**config.mk**
```make
export PLATFORM = sky130hd
export DESIGN_NAME = sec_an_loc_search_flat
export DESIGN_NICKNAME = d
export VERILOG_FILES = /design/src/rtl/sec_an_pkg.sv /design/src/rtl/sec_an_loc_search_if.sv /design/src/rtl/SEC_lLUT8bits.sv /design/src/rtl/sec_an_loc_search.sv /design/src/flat_wrapper.sv
export SDC_FILE = /design/constraint.sdc
export NUM_CORES = 1
export LEC_CHECK = 0
export CORE_MARGIN = 2
export CORE_UTILIZATION = 50
export DETAILED_ROUTE_END_ITERATION = 8
export GPL_TIMING_DRIVEN = 0
export HOLD_SLACK_MARGIN = 0.06
export PLACE_DENSITY = 0.67
export SYNTH_ARGS = -nofsm -noshare
export SYNTH_HDL_FRONTEND = slang
export SYNTH_SLANG_ARGS = --single-unit
```
**constraint.sdc**
```tcl
create_clock -name clk -period 20.8 [get_ports clk]
set_input_delay 4.16 -clock clk [delete_from_list [all_inputs] [get_ports clk]]
set_output_delay 4.16 -clock clk [all_outputs]
set_load 0.01 [all_outputs]
```
**src/rtl/sec_an_pkg.sv**
```systemverilog
// Shared constants, status codes and FSM states for the AN-code single-error
// location search front end (A = 1939, 8-bit data).
package sec_an_pkg;
    localparam int A      = 1939;
    localparam int CW_W   = 19;
    localparam int R_W    = 11;
    localparam int L_W    = 6;
    localparam int CW_MAX = 494445;

    typedef enum logic [1:0] {
        ST_CLEAN = 2'd0,
        ST_CORR  = 2'd1,
        ST_UNC   = 2'd2
    } status_t;

    typedef enum logic [1:0] {
        IDLE    = 2'd0,
        RESIDUE = 2'd1,
        SEARCH  = 2'd2,
        DONE    = 2'd3
    } state_t;
endpackage

```
**src/rtl/sec_an_loc_search_if.sv**
```systemverilog
// Codeword in / result out handshake bundle between the search front end and
// its producer and consumer.
interface sec_an_loc_search_if;
    import sec_an_pkg::*;

    logic                  in_valid;
    logic                  in_ready;
    logic [CW_W-1:0]       in_cw;
    logic                  out_valid;
    logic                  out_ready;
    logic [CW_W-1:0]       out_cw;
    logic signed [L_W-1:0] out_loc;
    logic [1:0]            out_status;

    modport slave  (input  in_valid, in_cw, out_ready,
                    output in_ready, out_valid, out_cw, out_loc, out_status);
    modport master (output in_valid, in_cw, out_ready,
                    input  in_ready, out_valid, out_cw, out_loc, out_status);
endinterface

```
**src/rtl/SEC_lLUT8bits.sv**
```systemverilog
// l-LUT: remainder mod A of the error pattern +/-2^(|l|-1) for |l| = 1..19.
// Out-of-range l returns 0, which never equals a non-zero search residue.
module SEC_lLUT8bits
    import sec_an_pkg::*;
(
    input  logic signed [L_W-1:0] l,
    output logic [R_W-1:0]        r
);
    logic [L_W-1:0] mag;
    logic [R_W-1:0] m;

    always_comb begin
        mag = l[L_W-1] ? L_W'(-l) : l;
        case (mag)
            6'd1:  m = 11'd1;
            6'd2:  m = 11'd2;
            6'd3:  m = 11'd4;
            6'd4:  m = 11'd8;
            6'd5:  m = 11'd16;
            6'd6:  m = 11'd32;
            6'd7:  m = 11'd64;
            6'd8:  m = 11'd128;
            6'd9:  m = 11'd256;
            6'd10: m = 11'd512;
            6'd11: m = 11'd1024;
            6'd12: m = 11'd109;
            6'd13: m = 11'd218;
            6'd14: m = 11'd436;
            6'd15: m = 11'd872;
            6'd16: m = 11'd1744;
            6'd17: m = 11'd1549;
            6'd18: m = 11'd1159;
            6'd19: m = 11'd379;
            default: m = '0;
        endcase
        // -2^k mod A is A minus the positive remainder (never zero here)
        if (m == '0)
            r = '0;
        else if (l[L_W-1])
            r = R_W'(A) - m;
        else
            r = m;
    end
endmodule

```
**src/rtl/sec_an_loc_search.sv**
```systemverilog
// Serial residue mod A followed by a +/-l error location search; hands the
// corrected codeword, signed location and status to the decode stage.
module sec_an_loc_search
    import sec_an_pkg::*;
(
    input  logic                  clk,
    input  logic                  rst_n,
    sec_an_loc_search_if.slave    bus
);
    state_t                state, state_nx;
    logic [CW_W-1:0]       y, y_nx;
    logic [R_W-1:0]        rem, rem_nx, red;
    logic [4:0]            idx, idx_nx;
    logic [4:0]            l, l_nx;
    logic [CW_W-1:0]       cw_q, cw_nx;
    logic signed [L_W-1:0] loc_q, loc_nx;
    logic [1:0]            st_q, st_nx;

    logic [R_W:0]          t;
    logic signed [L_W-1:0] lp, ln;
    logic [R_W-1:0]        rp, rn;
    logic [CW_W:0]         pow, cp, cn, cand;
    logic                  hit;
    logic signed [L_W-1:0] hit_loc;

    SEC_lLUT8bits u_lut_p (.l(lp), .r(rp));
    SEC_lLUT8bits u_lut_n (.l(ln), .r(rn));

    assign t   = {rem, y[idx]};
    assign red = (t >= (R_W+1)'(A)) ? R_W'(t - (R_W+1)'(A)) : t[R_W-1:0];
    assign lp  = {1'b0, l};
    assign ln  = -lp;
    assign pow = (CW_W+1)'(1) << (l - 5'd1);
    // 20-bit two's complement: bit 19 set means the candidate went negative
    assign cp  = {1'b0, y} - pow;
    assign cn  = {1'b0, y} + pow;

    assign bus.in_ready   = (state == IDLE) && rst_n;
    assign bus.out_valid  = (state == DONE);
    assign bus.out_cw     = cw_q;
    assign bus.out_loc    = loc_q;
    assign bus.out_status = st_q;

    always_comb begin
        state_nx = state;
        y_nx     = y;
        rem_nx   = rem;
        idx_nx   = idx;
        l_nx     = l;
        cw_nx    = cw_q;
        loc_nx   = loc_q;
        st_nx    = st_q;
        hit      = 1'b0;
        hit_loc  = '0;
        cand     = '0;
        case (state)
            IDLE: begin
                if (bus.in_valid) begin
                    y_nx     = bus.in_cw;
                    rem_nx   = '0;
                    idx_nx   = 5'd18;
                    state_nx = RESIDUE;
                end
            end
            RESIDUE: begin
                rem_nx = red;
                idx_nx = idx - 5'd1;
                if (idx == 5'd0) begin
                    if (red == '0) begin
                        cw_nx    = y;
                        loc_nx   = '0;
                        st_nx    = ST_CLEAN;
                        state_nx = DONE;
                    end else begin
                        l_nx     = 5'd1;
                        state_nx = SEARCH;
                    end
                end
            end
            SEARCH: begin
                l_nx = l + 5'd1;
                if (rem == rp) begin
                    hit = 1'b1; hit_loc = lp; cand = cp;
                end else if (rem == rn) begin
                    hit = 1'b1; hit_loc = ln; cand = cn;
                end
                if (hit && !cand[CW_W] && (cand[CW_W-1:0] <= CW_W'(CW_MAX))) begin
                    cw_nx    = cand[CW_W-1:0];
                    loc_nx   = hit_loc;
                    st_nx    = ST_CORR;
                    state_nx = DONE;
                end else if (hit || (l == 5'd19)) begin
                    cw_nx    = y;
                    loc_nx   = '0;
                    st_nx    = ST_UNC;
                    state_nx = DONE;
                end
            end
            DONE: begin
                if (bus.out_ready)
                    state_nx = IDLE;
            end
            default: state_nx = IDLE;
        endcase
    end

    always_ff @(posedge clk or negedge rst_n) begin
        if (!rst_n) begin
            state <= IDLE;
            y     <= '0;
            rem   <= '0;
            idx   <= '0;
            l     <= '0;
            cw_q  <= '0;
            loc_q <= '0;
            st_q  <= '0;
        end else begin
            state <= state_nx;
            y     <= y_nx;
            rem   <= rem_nx;
            idx   <= idx_nx;
            l     <= l_nx;
            cw_q  <= cw_nx;
            loc_q <= loc_nx;
            st_q  <= st_nx;
        end
    end
endmodule

```
**src/flat_wrapper.sv**
```systemverilog
// flat-port wrapper written by rule: the top's interface ports become plain ports
module sec_an_loc_search_flat import sec_an_pkg::*;
  (clk, rst_n, bus_in_valid, bus_in_cw, bus_out_ready, bus_in_ready, bus_out_valid, bus_out_cw, bus_out_loc, bus_out_status);
  sec_an_loc_search_if bus_i ();
  input  logic clk;
  input  logic rst_n;
  input wire logic [$bits(bus_i.in_valid)-1:0] bus_in_valid;
  input wire logic [$bits(bus_i.in_cw)-1:0] bus_in_cw;
  input wire logic [$bits(bus_i.out_ready)-1:0] bus_out_ready;
  output wire logic [$bits(bus_i.in_ready)-1:0] bus_in_ready;
  output wire logic [$bits(bus_i.out_valid)-1:0] bus_out_valid;
  output wire logic [$bits(bus_i.out_cw)-1:0] bus_out_cw;
  output wire logic [$bits(bus_i.out_loc)-1:0] bus_out_loc;
  output wire logic [$bits(bus_i.out_status)-1:0] bus_out_status;
  assign bus_i.in_valid = bus_in_valid;
  assign bus_i.in_cw = bus_in_cw;
  assign bus_i.out_ready = bus_out_ready;
  assign bus_in_ready = bus_i.in_ready;
  assign bus_out_valid = bus_i.out_valid;
  assign bus_out_cw = bus_i.out_cw;
  assign bus_out_loc = bus_i.out_loc;
  assign bus_out_status = bus_i.out_status;
  sec_an_loc_search u_core (.clk(clk), .rst_n(rst_n), .bus(bus_i));
endmodule
```
Word-level counts from Yosys, hierarchy flattened:

Memories as Yosys holds them, arrays and structs flattened.
Cells that the tools add are included.

* divide/modulo/power cells: 0
* add/sub/neg operators: 9
* shifts and indexed selects: 1
* bitwise operators: 0
* reduce and logical (&&, ||, !) cells: 17
* $lt $le $gt $ge: 3
* mux-type cells: 45
* equality and inequality tests: 12
* multipliers: 0

Operators by type and width (count)
* 19-bit two-way mux: 4
* 11-bit two-way mux: 6
* 20-bit two-way mux: 3
* 6-bit two-way mux: 7
* 19-bit case mux with 2 select lines: 1
* 11-bit logical NOT: 3
* 11-bit == test: 2
* 11-bit case mux with 2 select lines: 1
* 19-bit by 20-bit adder with 20-bit output: 1
* 5-bit case mux with 2 select lines: 2
* 1-bit by 5-bit left shift with 20-bit output (first input constant): 1
* 19-bit by 20-bit subtractor with 20-bit output: 1
* 19-bit <= comparator (second input constant): 1
* 2-bit two-way mux: 9
* 5-bit two-way mux: 3
* 12-bit by 11-bit >= comparator with 1-bit output (second input constant): 1
* 6-bit case mux with 2 select lines: 1
* 11-bit subtractor (first input constant): 1
* 11-bit subtractor (second input constant): 1
* 5-bit by 1-bit subtractor with 5-bit output (second input constant): 2
* 2-bit case mux with 4 select lines: 1
* 4-bit AND reduction: 2
* 5-bit by 6-bit < comparator with 1-bit output (second input constant): 1
* 2-bit inequality test (second input constant): 3
* 19 further kinds: 29

* latch bits: 0
* input bits: 23
* bits in writable memories: 0
* logic and storage cells: 97
* memories: 2
* register bits: 69
* bits in read-only memories: 704
* output and inout port bits: 29

Memory list
* (name not given): depth 32, bits a word 11, read ports 1, clocked after memory_dff 0, wr ports 0, RTL line SEC_lLUT8bits.sv:14 `case (mag)`
* (name not given): depth 32, bits a word 11, read ports 1, clocked after memory_dff 0, wr ports 0, RTL line SEC_lLUT8bits.sv:14

Longest topological paths before layout:

Gate-level depths: netlist of the first run.
An unclocked memory read counts as a cell.

* depth in word-level cells: 17
* mapped depth: 33
* mapped depth without buffers: 25

Cells and area by module:

A second synthesis of the first run with hierarchy kept.

* cell total of the unflattened synthesis: 1047
* area, all modules: 8647.0 µm²

Modules (own cells, without submodules)
* sec_an_loc_search: instances 1, area each 6643.9 µm², seq. area each 1726.7 µm², cells each 781
* SEC_lLUT8bits at u_core.u_lut_p: instances 1, area each 1062.3 µm², seq. area each 0.0 µm², cells each 140
* SEC_lLUT8bits at u_core.u_lut_n: instances 1, area each 940.9 µm², seq. area each 0.0 µm², cells each 126

Least setup slack after synthesis of the first run:

OpenSTA, ideal clock, no wires.

* path kind: input-to-output
* start point: in rst_n
* end point: out bus_in_ready
* slack: 12.315 ns
* buffers on the path: 0
* required time: 16.640 ns
* arrival: 4.325 ns
* cell stages on the path: 1
* cell sequence: and2_1

* word-level cells in the longest chain between the ends: 1

RTL lines
* start, declared: RTL line flat_wrapper.sv:6 `input logic rst_n;`
* 1-bit logical AND: RTL line sec_an_loc_search.sv:38 `assign bus.in_ready = (state == IDLE) && rst_n;`
* end, declared: RTL line flat_wrapper.sv:10 `output wire logic [$bits(bus_i.in_ready)-1:0] bus_in_ready;`

Every way passes these cells.

Worst setup path in the final report of the first run:

Same ends and word-level chain as after synthesis.

==> results of run 1 <==
## cells in the final DEF (no fill, tap or decap), types with 14 or more instances in the layout
cell type / instances
a21o_1: 15
a21oi_1: 61
clkbuf_1: 43
clkdlybuf4s50_1: 50
dfrtp_1: 69
ha_1: 61
inv_1: 60
mux2_2: 22
mux2i_1: 14
nand2_1: 97
nand2b_1: 15
nand3_1: 45
nor2_1: 84
nor2b_1: 14
nor3_1: 37
o21ai_0: 63
or3_1: 15
xnor2_1: 21
xor2_1: 22
## power by group
| group | internal (mW) | leakage, nW | switching (mW) |
|---|---|---|---|
| Sequential | 0.188 | 0.872 | 0.0744 |
| Clock | 0.107 | 0.159 | 0.0695 |
| Combinational | 0.515 | 3.06 | 0.857 |
| Total | 0.810 | 4.09 | 1.00 |
## metrics by stage
step,worst slack [ps],utilization [%],hold slack [ps]
finish,11130,57.7,489
detailed placement,11110,55.6,473
global placement,8730,55.5,470
global route,11010,57.7,505
floorplan,12320,-,516
CTS,11090,57.7,492
## layout make-up
type / instances / area, um^2 / share of cell area [%]
plain buffers: 70 / 339 / 3.58
clock inverters: 7 / 105 / 1.11
repair buffers: 52 / 536 / 5.66
clock buffers: 9 / 225 / 2.38
well taps: 220 / 275 / 2.91
multi-input cells: 861 / 6020 / 63.6
flip-flops and latches: 69 / 1730 / 18.3
inverters: 63 / 236 / 2.50
## logic make-up (layout without fill, tap and decap cells)
logic type,after synthesis,after routing
AND/OR/NAND/NOR,395,395
adder cells (fa/ha/maj),63,63
XOR/XNOR,47,47
flip-flops,69,69
AO/OA/AOI/OAI,318,318
buffers and inverters,133,201
multiplexers,38,38
## sequential cells by signal, indices dropped and copies added, names as in the netlist
| signal | count |
|---|---|
| u_core.idx | 5 |
| u_core.bus.out_cw | 19 |
| u_core.bus.out_status | 2 |
| u_core.bus.out_loc | 6 |
| u_core.y | 19 |
| u_core.l | 5 |
| u_core.state | 2 |
| u_core.rem | 11 |
## routing by layer
layer	track usage (%)	vias to the layer above	routed length (um)
met5	0	-	0
met2	45.2	371	11600
li1	-	4037	-
met4	9.26	0	700
met1	45.3	4031	12300
met3	6.05	56	2450
## worst min path at each step
stage / start / end / slack (ps) / depth (start not counted)
after CTS: u_core.bus.out_status[0] / u_core.bus.out_status[0] / 490 / 1
after global placement: u_core.bus.out_status[0] / u_core.bus.out_status[0] / 470 / 1
after global routing: u_core.bus.out_status[0] / u_core.bus.out_status[0] / 500 / 1
after detailed placement: u_core.bus.out_status[0] / u_core.bus.out_status[0] / 470 / 1
final: u_core.bus.out_status[0] / u_core.bus.out_status[0] / 490 / 1
after floorplan: u_core.bus.out_loc[0] / u_core.bus.out_loc[0] / 520 / 2
==> reports/qor.txt, run 1 <==
die extent in x = 133 um
R2R Path End = u_core.bus.out_cw[3]
post-synthesis xor/xnor area fraction = 5.45%
H-tree depth = 3
postcts setup bufs = 0
EDFF count, synth = 0
synth top area cells = dfrtp_1 21%, ha_1 9.2%, nand2_1 4.4%
IO Count = 52
Final min period = 9670 ps
failing checks = DRC
Final Net Count = 1212
antenna violations before repair = 0
Lkg Pwr = 4.09 nW
antenna-violating nets left = 0
final period utilization = 46.5%
post-DP HPWL = 20700 um
crit path cell chain = buf_4 -> buf_16 -> and2_1 -> clkdlybuf4s50_1
Worst-Margin Slew = 944 ps
setup TNS = 0 ps
required time of the critical path = 16640 ps
Rows = 47
FF+latch count, synth = 69
critical path peak fanout = 45
FILL cells = 1564
CP Data Arrival Time = 5510 ps
DR vias = 8495
Worst Setup Start Kind = input port
Post-Synth Simple-Gate Area = 24.4%
max-slew violations = 0
R2R depth = 32
Syn. warnings = 0
critical path class = input port to primary output
status = finished with violations
Compound-Gate Fraction of Synth Area = 27.6%
WL per Instance = 20.0 um
Die Ht = 133 um
Power Total = 1.81 mW
largest family of logic cells by synthesized area = compound AO/OA/AOI/OAI gates
final setup fails = 0
multiplexer share of the synthesized area = 5.20%
worst setup path endpoint = bus_in_ready
vias in the first global route = 7830
first-pass GRT wire length = 42800 um
CP Depth = 4
Core ar. = 0.0164 mm^2
grt total ovfl = 0
Rel. slew slack = 36.6%
Crit-path slowest cell = clkdlybuf4s50_1
Mapped Avg Cell Area = 7.83 um^2
synth-to-layout area growth = 13.7%
die area = 0.0177 mm^2
slowest stage delay, CP = 530 ps
synthesized cell area = 0.00832 mm^2
r2r setup slk = 11590 ps
number of CTS-inserted buffers = 9
sequential share of the synthesized area = 20.8%
GP Congestion = 0.938
CTS tree = built
Setup Skew = 10.9 ps
# Max-Cap Violations = 0
drt initial violations = 842
post-synth top area share = 20.8%
First-pass DRT Iterations = 8
final-report hold violation count = 0
ys async rst share = 100%
dpl cell area = 0.00913 mm^2
Non-Filler Instances = 1351
CTS root buf = clkbuf_16
cell taking the most area after synthesis = dfrtp_1
post-synth cell types = 101
maximum clock frequency = 103 MHz
clock slew at reported path FFs = 70 ps
most common cell in the netlist = nand2_1
pin count of the biggest net entering global routing = 46
Worst path top cell family by delay = buffers and inverters
DRC = 1
CTS Hold Bufs = 0
Resized cells post-CTS = 0
critical path buffer and inverter count = 3
post-route cell area = 0.00946 mm^2
TritonCTS Sinks = 69
adder-cell area share of the yosys netlist = 9.66%
Routed WL = 27100 um
port bufs = 51
Skew-Pair Late Insertion Delay = 340 ps
DP Cell Count = 1335
syn_nets = 1149
Synth Flop Type = dfrtp_1
PD cells = 191 mW/mm^2
unrepaired setup endpoints after global routing = false
Peak supply drop = 0.0998 mV
Initial Util = 50.7%
top post-synthesis cells by count = 97 x nand2_1, 84 x nor2_1, 69 x dfrtp_1
crit path from = rst_n
reg2reg start = u_core.l[0]
Clock Path Buffers = 2
GRT Resource Usage Total = 30.7%
Cells after Synth = 1063
Vias/cell = 6.29
antenna diode count = 0
Crit. End Element = primary output
Hold Path Class = flop to flop
fraction of layout instances using a drive strength above 1 = 9.55%
Note: power is estimated with default switching activity, not from simulation.
==> run 2: changes to the inputs <==
Settings changed: PLACE_DENSITY 0.67 to 0.7.
Clock period 20.8 ns to 8.6 ns, I/O delays scaled along.
==> run 2 against run 1 <==
Compared with the run above:
- clock-buffer cell count stayed put
- critical path depth rose by 27
- combinational power is 140% higher
- critical endpoint is now u_core.bus.out_cw[3]
- worst hold slack worse by 11 ps
- worst setup slack got worse by 11000 ps
- sequential share of layout area down 0.053 points
- via count up 2.0%
- die area is the same
- sequential cell count unchanged
- global-route usage grew 0.22 points
- the run now ends clean
- largest cell class unchanged
- clock skew is essentially flat
- core utilization grew 0.17 points
==> reports/qor.txt, run 2 (synthesis results as in run 1) <==
Crit-path slowest cell = or4_1
final-report hold violation count = 0 (unchanged)
DRC = 0 (-1)
Core ar. = 0.0164 mm^2 (unchanged)
grt total ovfl = 0 (unchanged)
# Max-Cap Violations = 0 (unchanged)
Worst path top cell family by delay = compound AO/OA/AOI/OAI gates
PD cells = 465 mW/mm^2 (+140%)
Worst Setup Start Kind = flop
antenna-violating nets left = 0 (unchanged)
final setup fails = 0 (unchanged)
final period utilization = 96.1%
Die Ht = 133 um (unchanged)
Power Total = 4.41 mW (+140%)
max layer used = met4
fraction of layout instances using a drive strength above 1 = 10.0% (+0.45 points)
Initial Util = 50.7% (unchanged)
die extent in x = 133 um (unchanged)
Final min period = 8260 ps
Non-Filler Instances = 1350 (-0.074%)
Setup Skew = 10.6 ps (-0.325 ps)
critical path peak fanout = 19 (-58%)
CTS root buf = clkbuf_16
setup TNS = 0 ps (unchanged)
routed wl met3 = 2390 um (-2.4%)
vias in the first global route = 7907 (+0.98%)
Lkg Pwr = 4.10 nW (+0.12%)
First-pass DRT Iterations = 5 (-3)
antenna violations before repair = 0 (unchanged)
TritonCTS Sinks = 69 (unchanged)
pin count of the biggest net entering global routing = 51 (+11%)
DR vias = 8661 (+2.0%)
first-pass GRT wire length = 43100 um (+0.68%)
required time of the critical path = 8840 ps (-7800 ps)
GP Congestion = 0.964 (+2.7%)
multi-input logic area = 0.00604 mm^2 (+0.46%)
postcts setup bufs = 0 (unchanged)
max-slew violations = 0 (unchanged)
Peak supply drop = 0.247 mV (+150%)
status = finished, final reports clean
most frequent cells in the layout = 97 x nand2_1, 84 x nor2_1, 69 x dfrtp_1
H-tree depth = 3 (unchanged)
unrepaired setup endpoints after global routing = false
port bufs = 51 (unchanged)
number of CTS-inserted buffers = 9 (unchanged)
Hold Path Class = flop to flop
register area = 0.00173 mm^2 (unchanged)
CTS Hold Bufs = 0 (unchanged)
maximum clock frequency = 121 MHz
Vias/cell = 6.42 (+2.0%)
post-layout util = 57.8% (+0.17 points)
die area = 0.0177 mm^2 (unchanged)
WL per Instance = 20.2 um (+0.84%)
CTS tree = built
CP Data Arrival Time = 8500 ps (+2990 ps)
clock slew at reported path FFs = 70 ps (about the same)
Met1 Wirelength = 12400 um (+0.38%)
critical path buffer and inverter count = 9 (+6)
IO Count = 52 (unchanged)
FILL cells = 1508 (-3.6%)
critical path class = flop to flop
Hold Worst Slack = 477 ps (-11.4 ps)
synth-to-layout area growth = 14.0%
Worst-Margin Slew = 938 ps (-5.50 ps)
antenna diode count = 0 (unchanged)
post-DP HPWL = 20400 um (-1.4%)
met2 wire length = 11500 um (-1.3%)
Clock Path Buffers = 2 (unchanged)
drt initial violations = 1038 (+23%)
slowest stage delay, CP = 570 ps (+40 ps)
DP Cell Count = 1335 (unchanged)
Final Net Count = 1211 (-0.083%)
GRT Resource Usage Total = 30.9% (+0.22 points)
Crit. End Element = flop
Routed WL = 27300 um (+0.76%)
leading cell type in the layout, fill and taps excluded = nand2_1
Skew-Pair Late Insertion Delay = 360 ps (+20 ps)
Rows = 47 (unchanged)
Rel. slew slack = 36.9% (+0.28 points)
## run 2: cell types whose count changed in the layout (fill, tap and decap cells not counted), sizes merged
cell    previous run  this run
buf               29        27
clkbuf            52        53
## run 2: final timing paths
path                                           start  slack (ps)               endpoint  cells past startpoint
worst max-delay path                     u_core.l[0]         340   u_core.bus.out_cw[3]                     31
worst min-delay path            u_core.bus.out_cw[4]         480   u_core.bus.out_cw[4]                      2
worst max register to register           u_core.l[0]         340   u_core.bus.out_cw[3]                     31
worst min register to register  u_core.bus.out_cw[4]         480   u_core.bus.out_cw[4]                      2
max in group asynchronous                      rst_n        6790        u_core.state[0]                      2
min in group asynchronous                      rst_n        1260  u_core.bus.out_loc[3]                      1
## run 2: cell type report
cell class	count	area share [%]
plain buffers	69	3.57
clock buffers	9	2.37
clock inverters	7	1.11
inverters	63	2.49
multi-input cells	861	63.7
flip-flops and latches	69	18.2
well taps	220	2.90
repair buffers	52	5.64
## run 2: worst register-to-register path: cells and delay by family, from the launching register on
family | cells | cell delay [ps]
DFF | 1 | 490
AOI/OAI and AO/OA | 10 | 2480
and+or+nand+nor | 8 | 2030
buffers and inverters | 9 | 1890
xor gates and xnor gates | 1 | 360
adders and majority gates | 3 | 890
## run 2: metal layers
layer,global-route usage (%),vias to the layer above
met1,44.4,4118
met3,5.98,77
met4,13.4,0
li1,-,4040
met5,0,-
met2,45.1,426
## run 2: what timing repair did
action / in CTS / in global routing
hold endpoints to repair: 0 / 0
setup endpoints to repair: 26 / 26
gates cloned: 0 / 0
pin swaps: 0 / 0
gates resized for setup: 1 / 6
## run 2: where the power goes
group	internal [mW]	switching, mW	total [mW]
Clock	0.259	0.172	0.431
Sequential	0.455	0.183	0.637
Combinational	1.25	2.09	3.34
## run 2: stage by stage
step                      worst slack [ps]  cell area, um^2
after CTS                              200             9460
final                                  336             9490
after global placement                -359             9100
after floorplan                       1420             8320
after global routing                  41.5             9490
after detailed placement              -330             9130
